$ cat src/rtl/disp_fetch_ctrl.sv
`default_nettype none
// ============================================================================
//  Module   : disp_fetch_ctrl
//  Purpose  : Frame-buffer fetch sequencer. Walks the frame buffer of the
//             selected resolution with 16-beat AXI4 read-address bursts,
//             starting on each frame-start pulse and throttled against free
//             pixel-FIFO space and a limit on outstanding bursts. It generates
//             addresses only; read data goes straight into the pixel FIFO.
//  Ports    : ACLK/ARESETN      clock, asynchronous active-low reset
//             DISPON            display enable
//             DISPADDR          frame base byte address (bits 6:0 ignored)
//             RESOL             00 VGA, 01 XGA, 10 SXGA, 11 VGA
//             VSTART            synchronised frame-start pulse
//             FIFO_FREE         free pixel-FIFO entries (64-bit)
//             RBEAT             one read beat written into the FIFO
//             ARADDR..ARREADY   AXI4 read-address channel
//             FRAME_REQ_DONE    pulse after the last burst of a frame
//             FETCH_LATE        pulse when a frame start cuts a frame short
//  Revision : 1.0  initial release
// ============================================================================
module disp_fetch_ctrl #(
    parameter int C_FIFO_DEPTH      = 512,
    parameter int C_MAX_OUTSTANDING = 4
) (
    input  logic                          ACLK,
    input  logic                          ARESETN,
    input  logic                          DISPON,
    input  logic [31:0]                   DISPADDR,
    input  logic [1:0]                    RESOL,
    input  logic                          VSTART,
    input  logic [$clog2(C_FIFO_DEPTH):0] FIFO_FREE,
    input  logic                          RBEAT,
    output logic [31:0]                   ARADDR,
    output logic [7:0]                    ARLEN,
    output logic [2:0]                    ARSIZE,
    output logic [1:0]                    ARBURST,
    output logic                          ARVALID,
    input  logic                          ARREADY,
    output logic                          FRAME_REQ_DONE,
    output logic                          FETCH_LATE
);

    // Frame lengths in 128-byte bursts
    localparam logic [15:0] LEN_VGA  = 16'd9600;
    localparam logic [15:0] LEN_XGA  = 16'd24576;
    localparam logic [15:0] LEN_SXGA = 16'd40960;
    localparam logic [3:0]  MAX_OUT  = 4'(C_MAX_OUTSTANDING);

    typedef enum logic [1:0] {
        S_IDLE  = 2'd0,
        S_ARM   = 2'd1,
        S_CHECK = 2'd2,
        S_ADDR  = 2'd3
    } state_t;

    state_t      state;
    logic [24:0] base;
    logic [1:0]  resol;
    logic [15:0] burst_idx;
    logic        pending;
    logic [15:0] obeats;
    logic [3:0]  obursts;
    logic [3:0]  beat_cnt;

    logic [15:0] frame_len;
    logic        last_burst;
    logic        handshake;
    logic        beat_wrap;
    logic        credit;
    logic        restart;
    logic [16:0] need;
    logic [16:0] free_ext;
    logic [31:0] next_addr;
    logic        unused_addr_bits;

    assign ARLEN   = 8'd15;
    assign ARSIZE  = 3'b011;
    assign ARBURST = 2'b01;

    assign unused_addr_bits = ^DISPADDR[6:0];

    always_comb begin
        frame_len = LEN_VGA;
        case (resol)
            2'b01:   frame_len = LEN_XGA;
            2'b10:   frame_len = LEN_SXGA;
            default: frame_len = LEN_VGA;
        endcase
    end

    assign last_burst = (burst_idx == (frame_len - 16'd1));
    assign handshake  = ARVALID && ARREADY;
    assign beat_wrap  = RBEAT && (beat_cnt == 4'hF);
    // A restart is owed either by a VSTART seen now or by one held earlier
    // while the address phase was still waiting for ARREADY.
    assign restart    = VSTART || pending;

    // Extended by one bit so obeats + 16 cannot wrap in the compare.
    assign need      = {1'b0, obeats} + 17'd16;
    assign free_ext  = 17'(FIFO_FREE);
    assign credit    = (free_ext >= need) && (obursts < MAX_OUT);
    assign next_addr = {base, 7'd0} + {9'd0, burst_idx, 7'd0};

    // Credit counters: only reset clears them, since data for bursts
    // already accepted keeps arriving across frame restarts.
    always_ff @(posedge ACLK or negedge ARESETN) begin
        if (!ARESETN) begin
            obeats   <= 16'd0;
            obursts  <= 4'd0;
            beat_cnt <= 4'd0;
        end else begin
            obeats <= obeats + (handshake ? 16'd16 : 16'd0)
                             - (RBEAT     ? 16'd1  : 16'd0);
            case ({handshake, beat_wrap})
                2'b10:   obursts <= obursts + 4'd1;
                2'b01:   obursts <= obursts - 4'd1;
                default: obursts <= obursts;
            endcase
            if (RBEAT) begin
                beat_cnt <= beat_cnt + 4'd1;
            end
        end
    end

    always_ff @(posedge ACLK or negedge ARESETN) begin
        if (!ARESETN) begin
            state          <= S_IDLE;
            ARVALID        <= 1'b0;
            ARADDR         <= 32'd0;
            FRAME_REQ_DONE <= 1'b0;
            FETCH_LATE     <= 1'b0;
            base           <= 25'd0;
            resol          <= 2'b00;
            burst_idx      <= 16'd0;
            pending        <= 1'b0;
        end else begin
            FRAME_REQ_DONE <= 1'b0;
            FETCH_LATE     <= 1'b0;
            case (state)
                S_IDLE: begin
                    if (DISPON) begin
                        state <= S_ARM;
                    end
                end
                S_ARM: begin
                    if (!DISPON) begin
                        state <= S_IDLE;
                    end else if (VSTART) begin
                        base      <= DISPADDR[31:7];
                        resol     <= RESOL;
                        burst_idx <= 16'd0;
                        state     <= S_CHECK;
                    end
                end
                S_CHECK: begin
                    if (!DISPON) begin
                        state <= S_IDLE;
                    end else if (VSTART) begin
                        // Late frame start with no address in flight:
                        // restart the walk immediately.
                        FETCH_LATE <= 1'b1;
                        base       <= DISPADDR[31:7];
                        resol      <= RESOL;
                        burst_idx  <= 16'd0;
                    end else if (credit) begin
                        ARADDR  <= next_addr;
                        ARVALID <= 1'b1;
                        state   <= S_ADDR;
                    end
                end
                S_ADDR: begin
                    // The new base is latched as soon as VSTART is seen; the
                    // burst on the bus already holds its own registered address.
                    if (VSTART) begin
                        FETCH_LATE <= 1'b1;
                        base       <= DISPADDR[31:7];
                        resol      <= RESOL;
                    end
                    if (handshake) begin
                        ARVALID <= 1'b0;
                        pending <= 1'b0;
                        if (restart) begin
                            burst_idx <= 16'd0;
                            state     <= DISPON ? S_CHECK : S_IDLE;
                        end else begin
                            burst_idx <= burst_idx + 16'd1;
                            if (last_burst) begin
                                FRAME_REQ_DONE <= 1'b1;
                                state          <= DISPON ? S_ARM : S_IDLE;
                            end else begin
                                state <= DISPON ? S_CHECK : S_IDLE;
                            end
                        end
                    end else if (VSTART) begin
                        pending <= 1'b1;
                    end
                end
                default: begin
                    state <= S_IDLE;
                end
            endcase
        end
    end

endmodule
`default_nettype wire
$ cat config.mk
export PLATFORM = sky130hd
export DESIGN_NAME = disp_fetch_ctrl
export DESIGN_NICKNAME = d
export VERILOG_FILES = /design/src/rtl/disp_fetch_ctrl.sv
export SDC_FILE = /design/constraint.sdc
export NUM_CORES = 1
export LEC_CHECK = 0
export BUFFER_PORTS_ARGS = -buffer_cell sky130_fd_sc_hd__buf_2
export CAP_MARGIN = 25
export CORE_MARGIN = 8
export CORE_UTILIZATION = 45
export DETAILED_ROUTE_END_ITERATION = 7
export PLACE_DENSITY_LB_ADDON = 0.25
export SLEW_MARGIN = 20
export SYNTH_ARGS = -nofsm -noshare
export SYNTH_HDL_FRONTEND = slang
export SYNTH_SLANG_ARGS = --single-unit
$ cat constraint.sdc
create_clock -name ACLK -period 4.8 [get_ports ACLK]
set_input_delay 0.48 -clock ACLK [delete_from_list [all_inputs] [get_ports ACLK]]
set_output_delay 0.48 -clock ACLK [all_outputs]
set_load 0.01 [all_outputs]
# Word-level counts from Yosys, hierarchy flattened
# Index checks and enable logic that the tools add are counted.
# op_classes
n_addsub	9
n_lt_le_gt_ge	2
reduce_logical	16
bitwise_logic	1
mux	41
eq_ne	19
# ops
operator	count
$mux 16	4
$pmux 16 s2	2
$mux 25	2
$pmux 25 s2	1
$add 32x23->32	1
$mux 2	12
$add 16x5->17 const B	1
$ge 10x17->1	1
$add 16x1->16 const B	1
$add 16x5->16	1
$eq 16x16->1	1
$sub 16x1->16	1
$sub 16x1->16 const B	1
$mux 1	14
$ne 2x2->1 const B	5
$reduce_and 5->1	2
$ne 3x3->1 const B	3
$add 4x1->4 const B	2
$eq 2x2->1 const B	4
$pmux 2 s4	1
$pmux 4 s2	1
$reduce_and 4->1	2
$reduce_bool 2->1	4
$eq 2x1->1 const B	3
13 further kinds	18
# totals
output_inout_bits	48
reg_bits	105
elab_cells	100
in_bits	50

# Depth between registers and ports, before layout
# Gate-level depths: netlist of run 1.
# depth
word_depth	8
depth_mapped	12
mapped_depth_nobuf	12

# Worst setup path before layout of run 1
# No wires, ideal clock.
# synth_path
kind	register -> register
startpoint	register obeats[6]
endpoint	register ARADDR[14]
arrival_ns	2.387
setup_time_ns	0.125
required_ns	4.675
path_slack_ns	2.288
path_stages_with_launch	11
synth_period_minus_slack_ns	2.512
n_path_buf	2
cell_sequence	dfrtp_1 ha_1 and3_1 xnor2_1 ha_1 o21a_1 o2111ai_1 or4b_1 clkbuf_1 buf_6 mux2_4
# synth_via
elab_chain_len	4
# synth_rtl
element	line	rtl
start: declaration	61	logic [15:0] obeats;
start signal: assignment	112	obeats <= obeats + (handshake ? 16'd16 : 16'd0)
$add 16x5->17	99	assign need = {1'b0, obeats} + 17'd16;
$ge 10x17->1	101	assign credit = (free_ext >= need) && (obursts < MAX_OUT);
$logic_and 1x1->1	101	
$reduce_and 4->1 (no source line)	--	
end signal: assignment	166	ARADDR <= next_addr;
end: declaration	33	output logic [31:0] ARADDR,
# No other way between the ends.
# A chain may end at the register's enable or synchronous reset.

# Final worst setup path of run 1
# layout_path
startpoint	register burst_idx[0]
endpoint	register ARADDR[31]
# layout_via
elab_chain_len	1
# layout_rtl
element	line	rtl
start: declaration	59	logic [15:0] burst_idx;
start signal: assignment	186	burst_idx <= burst_idx + 16'd1;
$add 32x23->32	102	assign next_addr = {base, 7'd0} + {9'd0, burst_idx, 7'd0};
# No other way between the ends.

==> results_dict.tcl, run 1 <==
set metrics [dict create \
    cts.clk_slew.worst_paths_ns 0.06 \
    vias_per_cell 5.22 \
    cp-start-kind "flop" \
    ctsHoldBuffers 0 \
    powerDensity_mw_per_mm2 540 \
    cts_tree "yes" \
    n_antenna_cell 0 \
    die_area_mm2 0.0177 \
    fin_crit_ns 3.07 \
    cpMaxStageDelayCell "o31ai_1" \
    cts_setup_buffers 0 \
    placementRows 43 \
    cts_buffers 9 \
    grt_pass1_vias 4801 \
    grt_max_degree 59 \
    post-route-drc-count 0 \
    ys_seq_area_share_pct 39.7 \
    start_util_pct 45.2 \
    avgSynthCellArea_um2 9.76 \
    cts_resized 0 \
    synth_area_mm2 0.00618 \
    fin_setup_tns_ns 0 \
    crit_cells 10 \
    die_w_um 133 \
    ys_async_sr_fraction_pct 100 \
    regToRegSetupSlack_ns 1.73 \
    dr.pass1.iters 4 \
    finalCritPeriodShare_pct 63.9 \
    synth_edf_count 0 \
    grt.overflow.total 0 \
    die_h_um 133 \
    path_buf_inv 1 \
    skew_ns 0.0103 \
    reg2reg_depth 10 \
    clock_sinks 98 \
    drv_cap 0 \
    port_buffers 70 \
    cts_buffer_depth 2 \
    finalNonFillerCells 891 \
    hold_path.class "input port to async pin" \
    vias 4650 \
    coreArea_mm2 0.0137 \
    finalSetupViolCount 0 \
    root_buffer "clkbuf_16" \
    whs_ns 0.204 \
    crit_arrival_ns 3.33 \
    outcome "completed" \
    worstPathRequired_ns 5.06 \
    areaGrowthSynthToFinish_pct 12.2 \
    vdd_drop_max_mv 0.455 \
    place.gp.congestion 0.882 \
    dpl.cell_count 875 \
    layout-drive-gt1-share_pct 17.0 \
    syn_inst 633 \
    relSlewSlack_pct 42.9 \
    grtUsageTotal_pct 15.3 \
    crit_fanout 5 \
    ys_types 51 \
    r2r-end "ARADDR[31]$_DFFE_PN0P_" \
    synth-seq-cells 98 \
    nFillCells 1290 \
    slew_viol_final 0 \
    worstSetupPathType "flop to flop" \
    ant_nets 0 \
    path_cells "ha_1 > inv_1 > fa_1 > nand2b_1 > a21oi_1 > nor3_1 > o31ai_1 > nand3_1 > xor2_1 > o21ai_0" \
    hold_viol 0 \
    dp_hpwl_mm 10.1 \
    wl_per_cell_um 14.7 \
    fmax_mhz 326 \
    grt_pass1_wl_mm 22.3 \
    yosys_warnings 0 \
    num_io_pins 98 \
    clock_latency_ns 0.35 \
    cpLargestDelayFamily "compound AO/OA/AOI/OAI gates" \
    critPathCaptureType "flop" \
    rsz0062_at_grt "no" \
    worst_pin_slew_ns 0.849 \
    dominantRegCellSynth "dfrtp_1" \
    drt_iter0_drc 205 \
    worstReg2RegStart "burst_idx[0]$_DFFE_PN0P_" \
    wirelength_mm 13.1 \
    h-tree-depth 3 \
    antenna_found_initial 3 \
    cpPeakStageDelay_ns 0.71 \
    p_leak_nw 3.46 \
    fin_nets 824 \
]
registers in the layout, indices dropped and copies added (netlist names), 2 cells and up:
signal     flops
base          25
ARADDR        25
obeats        16
burst_idx     16
obursts        4
beat_cnt       4
state          2
resol          2
routing by layer:
layer | up-vias | part of all wire (%) | track usage, %
li1 | 2318 | - | -
met1 | 2216 | 43 | 17.1
met2 | 89 | 50 | 26.6
met3 | 21 | 5.7 | 5.31
met4 | 6 | 1.2 | 4.74
met5 | - | 0.21 | 0
area by class of cell:
class / count / area [µm²] / area share [%]
timing repair buffer: 73 / 375 / 5.42
sequential: 98 / 2450 / 35.4
multi-input combinational: 486 / 3460 / 50.0
tap: 180 / 225 / 3.25
clock inverter: 5 / 30.0 / 0.433
inverter: 38 / 143 / 2.06
clock buffer: 11 / 243 / 3.50
how the worst max path moves through the flow:
stage / startpoint / to / slack (ns)
floorplan: obeats[6]$_DFF_PN0_ / ARADDR[14]$_DFFE_PN0P_ / 2.29
global placement: obeats[6]$_DFF_PN0_ / ARADDR[29]$_DFFE_PN0P_ / 1.77
detailed placement: obeats[6]$_DFF_PN0_ / ARADDR[29]$_DFFE_PN0P_ / 1.75
CTS: obeats[6]$_DFF_PN0_ / ARADDR[29]$_DFFE_PN0P_ / 1.73
global route: obeats[6]$_DFF_PN0_ / ARADDR[27]$_DFFE_PN0P_ / 1.50
finish: burst_idx[0]$_DFFE_PN0P_ / ARADDR[31]$_DFFE_PN0P_ / 1.73
Yosys cell counts (all sizes together) (3+ instances only):
cell type / n / share of area [%]
dfrtp: 98 / 40
ha: 65 / 13
o21ai: 65 / 5.3
nand2: 56 / 3.4
inv: 38 / 2.3
nor2: 36 / 2.2
mux2: 30 / 5.6
xor2: 30 / 4.3
xnor2: 26 / 3.7
a21oi: 25 / 2.0
buf: 22 / 2.7
nand3: 21 / 1.7
a21o: 15 / 1.8
and3: 13 / 1.3
clkbuf: 7 / 0.43
a31oi: 6 / 0.61
nand2b: 6 / 0.61
nand4: 6 / 0.61
nor2b: 6 / 0.61
nor3: 6 / 0.49
o31ai: 6 / 0.73
and2: 5 / 0.51
o21a: 5 / 0.61
a211o: 4 / 0.57
a21boi: 4 / 0.49
a211oi: 3 / 0.36
fa: 3 / 0.97
kinds of logic after synthesis:
| family | share of synthesized area [%] |
|---|---|
| flops | 39.7 |
| buf+inv | 5.43 |
| xor+xnor | 7.94 |
| fa+ha+maj | 14.1 |
| simple gates | 12.7 |
| compound gates | 14.4 |
| other cells | 0.122 |
| mux | 5.59 |
worst register-to-register path, stage by stage, from the launching register on:
cell,delay (ns)
dfrtp_1,0.41
ha_1,0.23
inv_1,0.07
fa_1,0.42
nand2b_1,0.19
a21oi_1,0.25
nor3_1,0.14
o31ai_1,0.71
nand3_1,0.22
xor2_1,0.19
o21ai_0,0.16
layout by cell type, fill, tap and decap left out, drive strengths merged, types with 11 or more instances in the layout:
cell type,count
a21oi,25
clkbuf,11
dfrtp,98
nor2,36
nand2,56
conb,20
and3,13
xor2,30
a21o,15
o21ai,65
nand3,21
inv,38
buf,73
xnor2,26
mux2,30
ha,65
through the flow:
step | util, % | cell area [µm²] | setup WS (ns) | total power [mW]
2_1_floorplan | - | 6250 | 2.29 | 2.70
3_3_place_gp | 48.7 | 6660 | 1.77 | 3.00
3_5_place_dp | 48.7 | 6660 | 1.75 | 3.09
4_1_cts | 50.7 | 6930 | 1.73 | 3.78
5_1_grt | 50.7 | 6930 | 1.50 | 4.10
6_report | 50.7 | 6930 | 1.73 | 3.74
power breakdown:
part	switching, mW	total, mW	internal, mW	leakage [nW]
sequential	0.222	1.31	1.08	1.25
combinational	0.912	1.77	0.854	2.07
clock	0.304	0.667	0.363	0.131
No activity file was read; power rests on OpenSTA's default activity.
==> run 2: changes to the inputs <==
--- a/config.mk
+++ b/config.mk
@@ -5,6 +5,7 @@
 export SDC_FILE = /design/constraint.sdc
 export NUM_CORES = 1
 export LEC_CHECK = 0
+export ABC_AREA = 1
 export BUFFER_PORTS_ARGS = -buffer_cell sky130_fd_sc_hd__buf_2
 export CAP_MARGIN = 25
 export CORE_MARGIN = 8
==> constraint.sdc (replaced) <==
create_clock -name ACLK -period 2.8 [get_ports ACLK]
set_input_delay 0.28 -clock ACLK [delete_from_list [all_inputs] [get_ports ACLK]]
set_output_delay 0.28 -clock ACLK [all_outputs]
set_load 0.01 [all_outputs]
==> run 2 against run 1 <==
Compared with the run above:
- core utilization about the same
- sequential power up 73%
- register-to-register slack worse by 1.4 ns
- clock-buffer cell count down 2
- global-route usage up 1.3 points
- final cell count up 39%
- via count up 28%
- critical endpoint is now ARADDR[14]$_DFFE_PN0P_
- largest cell class unchanged
==> results_dict.tcl, run 2 <==
set metrics [dict create \
    cts_buffers 9 \
    worst_pin_slew_ns 0.677 \
    yosys_warnings 0 \
    ys_async_sr_fraction_pct 100 \
    clkPwrFrac_pct 17.5 \
    grt.overflow.total 0 \
    wirelength_mm 15.9 \
    slew_viol_final 0 \
    vias 5951 \
    cp-start-kind "flop" \
    finalSetupViolCount 0 \
    reg_top3 "ARADDR x25, base x25" \
    coreArea_mm2 0.0156 \
    cpPeakStageDelay_ns 0.43 \
    final_cell_mix "225 x nand2_1, 152 x inv_1, 98 x dfrtp_1" \
    cts_buffer_depth 2 \
    finalCritPeriodShare_pct 89.2 \
    clock_sinks 98 \
    p_sw_share_pct 44.8 \
    rsz0062_at_grt "no" \
    cts_resized 0 \
    ys_top_cells_by_count "225 x nand2_1, 152 x inv_1, 98 x dfrtp_1, 82 x nor2_1, 65 x ha_1" \
    hold_viol 0 \
    die_h_um 141 \
    nFillCells 1574 \
    vdd_drop_max_mv 0.634 \
    ant_nets 0 \
    finalWorstSetupSlack_ns 0.302 \
    crit_start "obeats[4]$_DFF_PN0_" \
    hold_path.class "input port to flop" \
    vias_per_cell 4.81 \
    outcome "completed" \
    crit_fanout 40 \
    multi_input_area_mm2 0.00388 \
    power_switching_mw 3.29 \
    seqPwrFrac_pct 30.9 \
    fin_setup_tns_ns 0 \
    dr.pass1.iters 5 \
    avgSynthCellArea_um2 7.52 \
    dp_hpwl_mm 12.7 \
    crit_arrival_ns 2.74 \
    relSlewSlack_pct 54.8 \
    post-place-ws_ns 0.274 \
    internal_power_mw 4.07 \
    cts.clk_slew.worst_paths_ns 0.07 \
    die_w_um 141 \
    fin_nets 1133 \
    skew_ns 0.00928 \
    fmax_mhz 400 \
    synth_area_mm2 0.00707 \
    syn_inst 940 \
    placementRows 46 \
    cts_setup_buffers 0 \
    ys_types 44 \
    synth_edf_count 0 \
    root_buffer "clkbuf_16" \
    synth_top_area_share_pct 34.7 \
    grt_pass1_wl_mm 26.9 \
    fin_crit_ns 2.50 \
    ctsHoldBuffers 1 \
    ys_seq_area_share_pct 34.7 \
    drv_cap 0 \
    path_cells "ha_1 > nand2_1 > xor2_1 > ha_1 > nand2_1 > inv_1 > nand2_1 > nand2_1 > nor2_1 > nand3_1 > nand2_2 > nand2_2 > nand3_4 > buf_12 > nand2_1 > o21ai_1 > inv_1" \
    place.gp.congestion 0.892 \
    dominantRegCellSynth "dfrtp_1" \
    critPathCaptureType "flop" \
    die_area_mm2 0.0200 \
    yosysTopAreaCell "dfrtp_1" \
    worstHoldStart "DISPADDR[17]" \
    start_util_pct 45.3 \
    layout-drive-gt1-share_pct 13.2 \
    worstSetupPathType "flop to flop" \
    cpLargestDelayFamily "simple AND/OR/NAND/NOR gates" \
    mostFrequentLayoutCell "nand2_1" \
    synth.most_common_cell "nand2_1" \
    num_io_pins 98 \
    cts_tree "yes" \
    p_leak_nw 4.31 \
    h-tree-depth 3 \
    n_antenna_cell 0 \
    drt_iter0_drc 309 \
    worstPathRequired_ns 3.04 \
    regArea_mm2 0.00245 \
    cp_common_cell "nand2_1" \
    grt_pass1_vias 5781 \
    areaGrowthSynthToFinish_pct 12.0 \
    port_buffers 70 \
    grtUsageTotal_pct 16.6 \
    grt_max_degree 62 \
    path_buf_inv 3 \
    synth-seq-cells 98 \
    powerDensity_mw_per_mm2 930 \
    worstReg2RegStart "obeats[4]$_DFF_PN0_" \
    combinationalPowerShare_pct 51.6 \
    wl_per_cell_um 12.9 \
    cpMaxStageDelayCell "dfrtp_1" \
    antenna_found_initial 0 \
    post-route-drc-count 0 \
    synth_area_leaders "dfrtp_1 35%, nand2_1 12%, ha_1 12%, inv_1 8.1%, nand3_1 4.4%" \
    clock_latency_ns 0.35 \
]
## run 2: cell count changes after synthesis, moves of 14 or more
| cell | delta |
|---|---|
| xnor2_1 | -14 |
| o21ai_1 | +16 |
| nand2_1 | +169 |
| nand3_1 | +41 |
| nor2_1 | +46 |
| o21ai_0 | -36 |
| a21oi_1 | +17 |
| inv_1 | +114 |
## run 2: worst paths after layout
check,end,slack [ns],depth (start not counted)
max,ARADDR[14]$_DFFE_PN0P_,0.30,17
min,base[10]$_DFFE_PN0P_,0.15,2
max reg2reg,ARADDR[14]$_DFFE_PN0P_,0.30,17
min reg2reg,obursts[3]$_DFFE_PN0P_,0.48,1
max in group asynchronous,ARADDR[20]$_DFFE_PN0P_,1.67,3
min in group asynchronous,obeats[8]$_DFF_PN0_,0.43,2
## run 2: kinds of logic (layout without fill, tap and decap cells)
logic type                 count (synthesis)  after routing  synth area share, %
AOI/OAI and AO/OA                        106            106                 8.19
xor gates and xnor gates                  39             39                 4.83
adders and majority gates                 68             68                 12.4
buffers and inverters                    187            249                 11.4
DFF                                       98             98                 34.7
muxes                                     15             15                 2.39
other                                      2             20                0.106
and+or+nand+nor                          425            425                 26.0
## run 2: layer usage
layer  part of all wire [%]  routed length (µm)  up-vias  global-route usage [%]
met2                     49                7710       96                    29.8
met4                    2.0                 325        0                    5.26
met3                    4.5                 722       21                    3.36
met1                     45                7140     2733                    19.3
li1                       -                   -     3101                       -
met5                      0                   0        -                       0
## run 2: layout make-up
type	instances	area share [%]
Multi-Input combinational cell	673	49.0
Sequential cell	98	31.0
Inverter	158	7.49
Timing Repair Buffer	75	5.28
Tap cell	216	3.41
Clock buffer	9	2.84
Clock inverter	7	0.980
## run 2: metrics by stage
stage	hold WS [ns]	total power, mW	instance area, µm²	utilization, %	std cells
after CTS	0.148	7.44	7920	50.8	1236
after floorplan	-0.0156	5.22	7140	-	958
final	0.155	7.36	7920	50.8	1236
after global routing	0.148	8.09	7920	50.8	1236
after detailed placement	0.296	6.11	7600	48.8	1219
after global placement	0.287	6.01	7600	48.8	1219
## run 2: power by group through the flow
stage	registers, mW	clock network, mW	logic [mW]
after global routing	2.34	1.37	4.39
final	2.27	1.29	3.80
after CTS	2.28	1.32	3.84
after floorplan	2.17	0	3.05
after global placement	2.29	0	3.72
after detailed placement	2.30	0	3.81
==> run 3: changes to the inputs <==
--- a/config.mk
+++ b/config.mk
@@ -7,11 +7,12 @@
 export LEC_CHECK = 0
 export ABC_AREA = 1
 export BUFFER_PORTS_ARGS = -buffer_cell sky130_fd_sc_hd__buf_2
-export CAP_MARGIN = 25
+export CAP_MARGIN = 20
 export CORE_MARGIN = 8
 export CORE_UTILIZATION = 45
 export DETAILED_ROUTE_END_ITERATION = 7
 export PLACE_DENSITY_LB_ADDON = 0.25
+export REMOVE_ABC_BUFFERS = 1
 export SLEW_MARGIN = 20
 export SYNTH_ARGS = -nofsm -noshare
 export SYNTH_HDL_FRONTEND = slang
==> run 3 against run 2 <==
Compared with the run above:
- routed wire length down 1.7%
- critical path depth down 1
- setup slack better by 0.030 ns
- worst hold slack worse by 0.0012 ns
- clock power up 13%
- critical path type unchanged
- first-iteration DRC count up 18%
- maximum frequency up 1.2%
- highest routed layer unchanged
- critical endpoint is now ARADDR[17]$_DFFE_PN0P_
- clock-buffer cell count unchanged
- sequential share of layout area down 0.21 points
- cell area up 0.70%
==> results_dict.tcl, run 3 (synthesized netlist as in run 2, its figures left out) <==
set metrics [dict create \
    outcome "completed" \
    dp_hpwl_mm 12.4 \
    cts_resized 0 \
    rsz0062_at_grt "no" \
    cts_tree "yes" \
    coreArea_mm2 0.0156 \
    worstSetupPathType "flop to flop" \
    hold_viol 0 \
    root_buffer "clkbuf_16" \
    path_cells "ha_1 > nand2_1 > xor2_1 > ha_1 > nand2_1 > nor2_2 > nand2_1 > nor2_1 > nor2_1 > nand3_1 > nand2_2 > nand2_2 > nand3_4 > buf_12 > o21ai_1 > inv_1" \
    dr.pass1.iters 5 \
    reg2reg_depth 16 \
    vias 5891 \
    start_util_pct 45.3 \
    vdd_drop_max_mv 0.684 \
    worst_pin_slew_ns 0.681 \
    areaGrowthSynthToFinish_pct 12.8 \
    grt_pass1_wl_mm 26.5 \
    finalCritPeriodShare_pct 88.1 \
    ant_nets 0 \
    crit_arrival_ns 2.71 \
    post-route-drc-count 0 \
    relSlewSlack_pct 54.5 \
    hold_path.class "input port to flop" \
    die_h_um 141 \
    reg_top3 "ARADDR x25, base x25" \
    fin_setup_tns_ns 0 \
    fin_nets 1134 \
    worstPathRequired_ns 3.05 \
    slew_viol_final 0 \
    cp-start-kind "flop" \
    min_to "base[13]$_DFFE_PN0P_" \
    die_area_mm2 0.0200 \
    critPathCaptureType "flop" \
    clock_latency_ns 0.36 \
    drv_cap 0 \
    regToRegSetupSlack_ns 0.33 \
    fin_crit_ns 2.47 \
    finalSetupViolCount 0 \
    die_w_um 141 \
    mostFrequentLayoutCell "nand2_1" \
    cpPeakStageDelay_ns 0.46 \
    post-place-ws_ns 0.308 \
    cts.clk_slew.worst_paths_ns 0.08 \
    h-tree-depth 3 \
    cts_buffer_depth 2 \
    cpMaxStageDelayCell "dfrtp_1" \
    worstReg2RegStart "obeats[6]$_DFF_PN0_" \
    grt.overflow.total 0 \
    p_leak_nw 4.33 \
    vias_per_cell 4.76 \
    finalWorstSetupSlack_ns 0.332 \
    worstHoldStart "DISPADDR[20]" \
    num_io_pins 98 \
    n_antenna_cell 0 \
    antenna_found_initial 0 \
    crit_fanout 41 \
    final_cell_mix "225 x nand2_1, 152 x inv_1, 98 x dfrtp_1" \
    wirelength_mm 15.6 \
    skew_ns 0.0115 \
    drt_iter0_drc 365 \
    layout-drive-gt1-share_pct 13.3 \
    r2r-end "ARADDR[17]$_DFFE_PN0P_" \
    placementRows 46 \
    powerDensity_mw_per_mm2 941 \
    wl_per_cell_um 12.6 \
    place.gp.congestion 0.907 \
    cp_common_cell "nand2_1" \
    cts_buffers 9 \
    hold_path_depth 2 \
    grt_max_degree 59 \
    fmax_mhz 405 \
    port_buffers 70 \
    clock_sinks 98 \
    grt_pass1_vias 5862 \
    grtUsageTotal_pct 16.4 \
]
run 3: changes by cell type in the layout (fill, tap and decap cells not counted):
cell	before	now
buf_4	3	4
bufinv_16	1	3
clkinv_2	1	0
clkinv_4	2	0
clkinvlp_4	1	2
inv_6	2	1
inv_8	0	1
run 3: stage by stage:
stage	total power, mW	area, µm²	hold WS [ns]	util (%)	cells
2_1_floorplan	5.18	6920	-0.0156	-	929
3_3_place_gp	6.02	7610	0.308	48.8	1220
3_5_place_dp	6.08	7610	0.308	48.8	1220
4_1_cts	7.58	7970	0.142	51.1	1237
5_1_grt	8.27	7970	0.148	51.1	1237
6_report	7.50	7970	0.154	51.1	1237
run 3: what timing repair did:
action | in CTS | in global routing
hold endpoints to repair | 40 | 0
hold buffers | 1 | 0
setup buffers | 0 | 0
setup endpoints to repair | 0 | 0
run 3: final cells by class:
type / count / area, µm²
Fill cell: 1538 / 7620
Multi-Input combinational cell: 673 / 3880
Sequential cell: 98 / 2450
Inverter: 158 / 593
Timing Repair Buffer: 76 / 425
Tap cell: 216 / 270
Clock buffer: 9 / 225
Clock inverter: 7 / 125
run 3: critical path: cells and delay by family, from the launching register on:
| kind | cells | cell delay (ns) |
|---|---|---|
| xor+xnor | 1 | 0.14 |
| buf+inv | 2 | 0.26 |
| simple gates | 10 | 0.81 |
| flops | 1 | 0.46 |
| fa+ha+maj | 2 | 0.54 |
| compound gates | 1 | 0.14 |
run 3: how the worst max path moves through the flow:
stage	slack, ns	start	endpoint
after floorplan	0.37	obeats[4]$_DFF_PN0_	ARADDR[22]$_DFFE_PN0P_
after global placement	0.38	obeats[4]$_DFF_PN0_	ARADDR[20]$_DFFE_PN0P_
after detailed placement	0.31	obeats[6]$_DFF_PN0_	ARADDR[21]$_DFFE_PN0P_
after CTS	0.30	obeats[6]$_DFF_PN0_	ARADDR[21]$_DFFE_PN0P_
after global routing	0.05	obeats[6]$_DFF_PN0_	ARADDR[12]$_DFFE_PN0P_
final	0.33	obeats[6]$_DFF_PN0_	ARADDR[17]$_DFFE_PN0P_
run 3: power by group:
group          internal [mW]  total (mW)  switching [mW]
Sequential              1.87        2.26           0.397
Combinational           1.50        3.78            2.27
Clock                  0.883        1.46           0.581
run 3: metal layers:
metal / GRT usage, % / part of all wire, %
met1: 19.5 / 44
met3: 2.82 / 4.3
met4: 6.96 / 3.0
met2: 28.8 / 49
met5: 0 / 0
